$ cat config.mk
export PLATFORM = sky130hd
export DESIGN_NAME = uart_rx_flat
export DESIGN_NICKNAME = d
export VERILOG_FILES = /design/src/rtl/uart_rx_pkg.sv /design/src/rtl/uart_rx_if.sv /design/src/rtl/uart_rx_bit_sync.sv /design/src/rtl/uart_rx.sv /design/src/flat_wrapper.sv
export SDC_FILE = /design/constraint.sdc
export NUM_CORES = 1
export LEC_CHECK = 0
export ABC_AREA = 1
export BUFFER_PORTS_ARGS = -buffer_cell sky130_fd_sc_hd__buf_2
export CAP_MARGIN = 40
export CORE_MARGIN = 1
export CORE_UTILIZATION = 55
export DETAILED_ROUTE_END_ITERATION = 7
export PLACE_DENSITY_LB_ADDON = 0.08
export SYNTH_ARGS = -nofsm -noshare
export SYNTH_HDL_FRONTEND = slang
export SYNTH_SLANG_ARGS = --single-unit
$ cat constraint.sdc
create_clock -name clk -period 1.49 [get_ports clk]
set_input_delay 0.149 -clock clk [delete_from_list [all_inputs] [get_ports clk]]
set_output_delay 0.149 -clock clk [all_outputs]
set_load 0.005 [all_outputs]
$ cat src/rtl/uart_rx_pkg.sv
// Shared types and defaults for the 8N1 UART receiver.
// The receiver FSM encoding is exposed so checkers can bind to it.
package uart_rx_pkg;

  typedef enum logic [2:0] {
    IDLE      = 3'd0,
    START     = 3'd1,
    DATA      = 3'd2,
    STOP      = 3'd3,
    WAIT_HIGH = 3'd4
  } uart_rx_state_t;

  localparam int CLKS_PER_BIT_DEF = 16;
  localparam int DATA_WIDTH_DEF   = 8;

endpackage

$ cat src/rtl/uart_rx_if.sv
// Byte stream from the UART receiver to its consumer, plus error pulses.
// Handshake: o_data is stable while o_valid=1; a byte transfers on an enabled
// cycle with o_valid && i_out_ready, and o_valid may not drop before that.
interface uart_rx_if #(
  parameter int DATA_WIDTH = 8
) ();
  logic [DATA_WIDTH-1:0] o_data;
  logic                  o_valid;
  logic                  i_out_ready;
  logic                  o_frame_err;
  logic                  o_overrun;

  modport master (
    output o_data, o_valid, o_frame_err, o_overrun,
    input  i_out_ready
  );

  modport slave (
    input  o_data, o_valid, o_frame_err, o_overrun,
    output i_out_ready
  );
endinterface

$ cat src/rtl/uart_rx_bit_sync.sv
// Generic two-flop synchroniser for an asynchronous single-bit input.
// Clocked every cycle; RESET_VAL sets the value both flops reset to.
module bit_sync #(
  parameter logic RESET_VAL = 1'b0
) (
  input  logic clk,
  input  logic rst,
  input  logic d,
  output logic q
);
  logic meta_q, sync_q;

  always_ff @(posedge clk) begin
    if (rst) begin
      meta_q <= RESET_VAL;
      sync_q <= RESET_VAL;
    end else begin
      meta_q <= d;
      sync_q <= meta_q;
    end
  end

  assign q = sync_q;
endmodule

$ cat src/rtl/uart_rx.sv
// 8N1 UART receiver: mid-bit sampling, stop-bit check, 1-deep output buffer
// feeding a valid/ready byte stream, with frame-error and overrun pulses.
module uart_rx
  import uart_rx_pkg::*;
#(
  parameter int CLKS_PER_BIT = CLKS_PER_BIT_DEF,
  parameter int DATA_WIDTH   = DATA_WIDTH_DEF
) (
  input  logic           clk,
  input  logic           rst,
  input  logic           clk_en,
  input  logic           i_rx,
  uart_rx_if.master      out_if,
  output uart_rx_state_t o_state
);
  localparam int CNT_W = $clog2(CLKS_PER_BIT);
  localparam int IDX_W = $clog2(DATA_WIDTH + 1);
  localparam logic [CNT_W-1:0] HALF_M1  = CNT_W'(CLKS_PER_BIT / 2 - 1);
  localparam logic [CNT_W-1:0] FULL_M1  = CNT_W'(CLKS_PER_BIT - 1);
  localparam logic [IDX_W-1:0] LAST_IDX = IDX_W'(DATA_WIDTH - 1);

  logic rx_s;

  bit_sync #(.RESET_VAL(1'b1)) u_rx_sync (
    .clk (clk),
    .rst (rst),
    .d   (i_rx),
    .q   (rx_s)
  );

  uart_rx_state_t        state_q, state_d;
  logic [CNT_W-1:0]      cnt_q, cnt_d;
  logic [IDX_W-1:0]      idx_q, idx_d;
  logic [DATA_WIDTH-1:0] shift_q, shift_d;
  logic [DATA_WIDTH-1:0] data_q, data_d;
  logic                  valid_q, valid_d;
  logic                  frame_err_q, frame_err_d;
  logic                  overrun_q, overrun_d;
  logic                  byte_done;
  logic                  xfer;

  always_ff @(posedge clk) begin
    if (rst) begin
      state_q     <= IDLE;
      cnt_q       <= '0;
      idx_q       <= '0;
      shift_q     <= '0;
      data_q      <= '0;
      valid_q     <= 1'b0;
      frame_err_q <= 1'b0;
      overrun_q   <= 1'b0;
    end else begin
      state_q     <= state_d;
      cnt_q       <= cnt_d;
      idx_q       <= idx_d;
      shift_q     <= shift_d;
      data_q      <= data_d;
      valid_q     <= valid_d;
      frame_err_q <= frame_err_d;
      overrun_q   <= overrun_d;
    end
  end

  always_comb begin
    state_d     = state_q;
    cnt_d       = cnt_q;
    idx_d       = idx_q;
    shift_d     = shift_q;
    data_d      = data_q;
    valid_d     = valid_q;
    frame_err_d = frame_err_q;
    overrun_d   = overrun_q;
    byte_done   = 1'b0;
    xfer        = 1'b0;

    // Pulses hold their value on disabled cycles, so clear only when enabled.
    if (clk_en) begin
      frame_err_d = 1'b0;
      overrun_d   = 1'b0;

      case (state_q)
        IDLE: begin
          if (!rx_s) begin
            state_d = START;
            cnt_d   = '0;
          end
        end
        START: begin
          if (cnt_q == HALF_M1) begin
            cnt_d   = '0;
            idx_d   = '0;
            state_d = rx_s ? IDLE : DATA;
          end else begin
            cnt_d = cnt_q + 1'b1;
          end
        end
        DATA: begin
          if (cnt_q == FULL_M1) begin
            cnt_d   = '0;
            shift_d = {rx_s, shift_q[DATA_WIDTH-1:1]};
            idx_d   = idx_q + 1'b1;
            if (idx_q == LAST_IDX) state_d = STOP;
          end else begin
            cnt_d = cnt_q + 1'b1;
          end
        end
        STOP: begin
          if (cnt_q == FULL_M1) begin
            cnt_d = '0;
            if (rx_s) begin
              byte_done = 1'b1;
              state_d   = IDLE;
            end else begin
              frame_err_d = 1'b1;
              state_d     = WAIT_HIGH;
            end
          end else begin
            cnt_d = cnt_q + 1'b1;
          end
        end
        WAIT_HIGH: begin
          if (rx_s) state_d = IDLE;
        end
        default: state_d = IDLE;
      endcase

      // A transfer in the same cycle frees the slot for the completing byte.
      xfer = valid_q && out_if.i_out_ready;
      if (byte_done) begin
        if (!valid_q || xfer) begin
          data_d  = shift_q;
          valid_d = 1'b1;
        end else begin
          overrun_d = 1'b1;
        end
      end else if (xfer) begin
        valid_d = 1'b0;
      end
    end
  end

  assign out_if.o_data      = data_q;
  assign out_if.o_valid     = valid_q;
  assign out_if.o_frame_err = frame_err_q;
  assign out_if.o_overrun   = overrun_q;
  assign o_state            = state_q;
endmodule

$ cat src/flat_wrapper.sv
// flat-port wrapper written by rule: the top's interface ports become plain ports
module uart_rx_flat import uart_rx_pkg::*;
#(
  parameter int CLKS_PER_BIT = CLKS_PER_BIT_DEF,
  parameter int DATA_WIDTH   = DATA_WIDTH_DEF
)
  (clk, rst, clk_en, i_rx, o_state, out_if_o_data, out_if_o_valid, out_if_o_frame_err, out_if_o_overrun, out_if_i_out_ready);
  uart_rx_if #(.DATA_WIDTH(DATA_WIDTH)) out_if_i ();
  input  logic clk;
  input  logic rst;
  input  logic clk_en;
  input  logic i_rx;
  output uart_rx_state_t o_state;
  output wire logic [$bits(out_if_i.o_data)-1:0] out_if_o_data;
  output wire logic [$bits(out_if_i.o_valid)-1:0] out_if_o_valid;
  output wire logic [$bits(out_if_i.o_frame_err)-1:0] out_if_o_frame_err;
  output wire logic [$bits(out_if_i.o_overrun)-1:0] out_if_o_overrun;
  input wire logic [$bits(out_if_i.i_out_ready)-1:0] out_if_i_out_ready;
  assign out_if_o_data = out_if_i.o_data;
  assign out_if_o_valid = out_if_i.o_valid;
  assign out_if_o_frame_err = out_if_i.o_frame_err;
  assign out_if_o_overrun = out_if_i.o_overrun;
  assign out_if_i.i_out_ready = out_if_i_out_ready;
  uart_rx #(.CLKS_PER_BIT(CLKS_PER_BIT), .DATA_WIDTH(DATA_WIDTH)) u_core (.clk(clk), .rst(rst), .clk_en(clk_en), .i_rx(i_rx), .out_if(out_if_i), .o_state(o_state));
endmodule
; ---- Yosys cells after proc, flatten, opt, wreduce, memory -nomap -nowiden
; Index checks and enable logic that the tools add are counted.
[word_totals]
reg_bits = 32
out_inout_bits = 14
input_bits = 5
word_cells = 68
[op_classes]
mux = 28
addsub = 2
n_eq_ne = 14
n_reduce_logical = 14
[ops]
columns = cell, n
row1 = $mux W3, 7
row2 = $mux W4, 5
row3 = $pmux W3 S5, 1
row4 = $mux W1, 12
row5 = $pmux W4 S3, 1
row6 = $reduce_and A3 Y1, 4
row7 = $add A4 B1 Y4 const B, 2
row8 = $eq A4 B3 Y1 const B, 2
row9 = $ne A2 B1 Y1 const B, 4
row10 = $pmux W4 S2, 1
row11 = $reduce_and A7 Y1, 1
row12 = $eq A3 B2 Y1 const B, 2
row13 = $ne A2 B2 Y1 const B, 3
row14 = $eq A4 B4 Y1 const B, 1
row15 = $reduce_and A4 Y1, 1
row16 = $reduce_bool A2 Y1, 2
row17 = $eq A3 B1 Y1 const B, 1
row18 = $eq A3 B3 Y1 const B, 1
row19 = $logic_not A3 Y1, 1
row20 = $reduce_bool A3 Y1, 1
row21 = $mux W2, 1
row22 = $reduce_or A2 Y1, 1
row23 = $logic_and A1 B1 Y1, 1
row24 = $logic_not A1 Y1, 1
row25 = $logic_or A1 B1 Y1, 1

; ---- Depth between registers and ports, before layout
[depth]
word_depth = 6
mapped_depth = 10
mapped_depth_nobuf = 10

; ---- By module
; From an unflattened synthesis, not the netlist that was laid out.
[hier_totals]
hier_cells = 201
hier_area_um2 = 1426.4
[by_module_without_submodules]
columns = mod, n_inst, cells_each, seq_area_each_um2, area_each_um2
row1 = uart_rx, 1, 194, 600.6, 1367.6
row2 = bit_sync, 1, 7, 40.0, 58.8

; ---- Worst setup path after synthesis
; OpenSTA, ideal clock, no wires.
[synth_timing]
path_type = reg2reg
startpoint = register u_core.cnt_q[0]
endpoint = register u_core.state_q[0] (netlist: u_core.o_state[0])
path_stages_with_launch = 11
t_required_ps = 1375
path_buffers = 0
setup_time_ps = 115
synth_period_minus_slack_ps = 1356
t_arrival_ps = 1241
setup_slack_ps = 134
cell_sequence = dfxtp_1 > ha_1 > nand2_1 > inv_2 > nand2_1 > nand2_1 > nand2_1 > nor2_1 > nand3_1 > nand2_1 > nor2_1
[synth_between]
elab_chain_len = 3
elab_cells_between_ends = 6
cone_classes = eq/ne (5) / reduce/logical (1)
[synth_lines]
columns = item, line
row1 = from (decl), uart_rx.sv:32  ; logic [CNT_W-1:0] cnt_q, cnt_d;
row2 = from (signal assigned), uart_rx.sv:54  ; cnt_q <= cnt_d;
row3 = $eq A4 B4 Y1 or $eq A4 B3 Y1 (tied branches), "uart_rx.sv:98, uart_rx.sv:108, uart_rx.sv:89"
row4 = $ne A2 B1 Y1 (no source line), --
row5 = $reduce_and A7 Y1 (no source line) (*), --
row6 = to (signal assigned), uart_rx.sv:53  ; state_q <= state_d;
row7 = to (decl), uart_rx.sv:31  ; uart_rx_state_t state_q, state_d;
; Mark *: on every way between the ends. The rest lies on a longest branch, timed or not.
; A chain may end at the register's enable or synchronous reset.

; ---- Worst setup path after layout
[layout_timing]
startpoint = register u_core.cnt_q[0]
endpoint = register u_core.cnt_q[0]
[layout_between]
elab_chain_len = 3
elab_cells_between_ends = 6
cone_classes = add/sub (1) / eq/ne (2) / mux (3)
[layout_lines]
columns = item, line
row1 = $add A4 B1 Y4 (tied with other cells), "uart_rx.sv:94, uart_rx.sv:104, uart_rx.sv:118"
row2 = "$mux W4, on equally long branches", "uart_rx.sv:98, uart_rx.sv:108, uart_rx.sv:89"
row3 = $pmux W4 S3 (*), uart_rx.sv:81  ; case (state_q)
; Marked as above.

==> metrics.txt <==
status=complete, no violations; share of cells above drive strength 1=0.2667; root buffer cell=clkbuf_4; met2 GRT Util=0.3958; antenna diode count=0; max_slew headroom=0.6574; warning count from the yosys run=0; leakage=0.8273 nW; Final Hold Fails=0; dpl ws=0.01804 ns; Remaining DRCs=0; drt pass-1 iters=4; Initial DRC Count=21; final worst clock skew=0.009406 ns; Post-synth top cells=51 x nor2_1, 32 x dfxtp_1, 30 x nand2_1, 18 x nand3_1, 18 x o21ai_0; post-DR wirelength/cell=12.50 um; number of flops mapped to enable cells by yosys=0; initial antenna violation count=0; gr ovfl total=0; hold crit path type=in2reg; Synth area leaders=dfxtp_1 44%, nor2_1 13%, nand2_1 7.8%; clock sinks=32; Initial Util=0.5828; final period utilization=0.9898; Final GP Congestion=0.8830; GR Util met1=0.2681; PD cells=1332 nW/um^2; Synth top area share=0.4437; Seq pwr share=0.392; fin. max-slew vios=0; asr flop ratio synth=0; maximum number of pins on one net before global-route repair=22; Rows=18; syn_area_per_cell=7.113 um^2; fin cells=270; clk slew on worst S/H paths=0.10 ns; clock power share=0.310; Final Worst Setup Slack=0.01518 ns; Worst-Margin Slew=0.5133 ns; post-synthesis sequential area ratio=0.4437; Sw Share=0.3348; Worst VDD drop=0.001192 V; Logic pwr share=0.297; Core Region=2477 um^2; Sw Pwr=0.0008056 W; Final nets=246; kind of end point of the critical path=flip-flop; Die W=53.24 um; clk buf depth=2; Ports=19; predominant post-synthesis flop cell=dfxtp_1; Num CTS Buffers=5; DP Area=1605 um^2; GR Layer Usage met3=0.05172; Via density=5.367; mapped cell area=1444 um^2; Post-Place Cells=254; H-tree depth=2; Die Ht=53.24 um; most common cell in the netlist=nor2_1; Worst-Skew Late Latency=0.34 ns; FMAX=0.6781 GHz; CP Max Fanout=4; Worst setup SP type=flip-flop; Final Core Density=0.7293; PortBufs=18; Final min period=1.475 ns; die area=2834 um^2; P&R area growth vs syn=25.13%; Setup-failing EPs final=0; WS Path Type=reg2reg; hpwl dp=2183 um; TritonCTS clock tree=built; Synth cell types=21; Syn Inst Count=203; post-synth net total=210; aggregate routed wire length=3376 um; vias in the first global route=1157; total vias in the final route=1449; ANT nets after route=0; Pint=0.001600 W; Max-cap violations=0; CP arrival=1.72 ns; GRT busiest layer=met2; Post-Layout Inst Area=1807 um^2; Yosys reg bits=32; flop2flop setup slack=0.02 ns; Worst EP required=1.73 ns; Yosys top cell by area=dfxtp_1; hold slack=0.1144 ns; Tot GR Track Use=0.2342; first-pass GRT wire length=4685 um
==> power groups by stage <==
stage / clock network [W] / logic, W / registers [W]
4_1_cts: 0.000750 / 0.000631 / 0.000943
5_1_grt: 0.000788 / 0.000785 / 0.000950
3_3_place_gp: 0 / 0.000607 / 0.000960
3_5_place_dp: 0 / 0.000614 / 0.000962
2_1_floorplan: 0 / 0.000425 / 0.000967
6_report: 0.000747 / 0.000716 / 0.000943
==> routing by layer <==
| metal | part of all wire | vias to the layer above | routed length [um] |
|---|---|---|---|
| met4 | 0.026 | 0 | 87 |
| met5 | 0 | - | 0 |
| met1 | 0.42 | 693 | 1407 |
| li1 | - | 720 | - |
| met3 | 0.030 | 10 | 102 |
| met2 | 0.53 | 26 | 1779 |
==> cells by family after synthesis <==
family / synth area share
simple gates: 0.3527
fa+ha+maj: 0.01733
flops: 0.4437
compound gates: 0.1170
buf+inv: 0.05719
xor+xnor: 0.01213
==> metrics by stage <==
stage	TNS (ns)	total power (W)
detailed placement	0	0.001576
CTS	0	0.002323
global placement	0	0.001567
floorplan	0	0.001392
global route	-0.1985	0.002522
finish	0	0.002406
==> layout by cell type, fill, tap and decap left out, drive strengths merged <==
cell type and instances:
a21oi 14, clkbuf 7, dlygate4sd3 1, nand2 35, ha 2, xor2 1
inv 19, xnor2 1, o21ai 19, nand3 19, bufinv 1, nand4 2
nor3 1, dfxtp 32, buf 30, nor2 54, or2 2
==> registers in the layout, indices dropped and copies added, names as in the netlist <==
signal / flops
u_core.out_if.o_data: 8
u_core.shift_q: 8
u_core.cnt_q: 4
u_core.idx_q: 4
u_core.o_state: 3
u_core.out_if.o_frame_err: 1
u_core.out_if.o_overrun: 1
u_core.out_if.o_valid: 1
u_core.u_rx_sync.meta_q: 1
u_core.u_rx_sync.q: 1
==> what timing repair did <==
item	4_1_cts	5_1_grt
hold buffers	1	0
pin swaps	0	4
setup buffers	0	6
cloned	0	1
hold endpoints to repair	1	0
setup endpoints to repair	4	24
gates resized for setup	2	17
==> layout make-up <==
| type | count | area, um^2 |
|---|---|---|
| sequential | 32 | 643.1 |
| fill | 208 | 670.6 |
| tap | 30 | 37.54 |
| multi-input combinational | 150 | 767.0 |
| timing repair buffer | 31 | 190.2 |
| inverter | 19 | 73.82 |
| clock inverter | 1 | 30.03 |
| clock buffer | 7 | 65.06 |
==> critical path, stage by stage (launching register included) <==
cell	delay, ns
dfxtp_2	0.35
ha_2	0.20
nand2_2	0.08
inv_4	0.10
nand2_1	0.07
nand2_1	0.09
nand2_1	0.10
buf_4	0.15
a21oi_1	0.16
nor2_1	0.07
==> path summary, 6_finish.rpt <==
check	startpoint	cells after the start	to
setup / recovery	u_core.cnt_q[0]	9	u_core.cnt_q[0]
hold / removal	rst	2	u_core.idx_q[0]
setup reg to reg	u_core.cnt_q[0]	9	u_core.cnt_q[0]
hold reg to reg	u_core.u_rx_sync.meta_q	1	u_core.u_rx_sync.q
(Power assumes the default switching activity.)
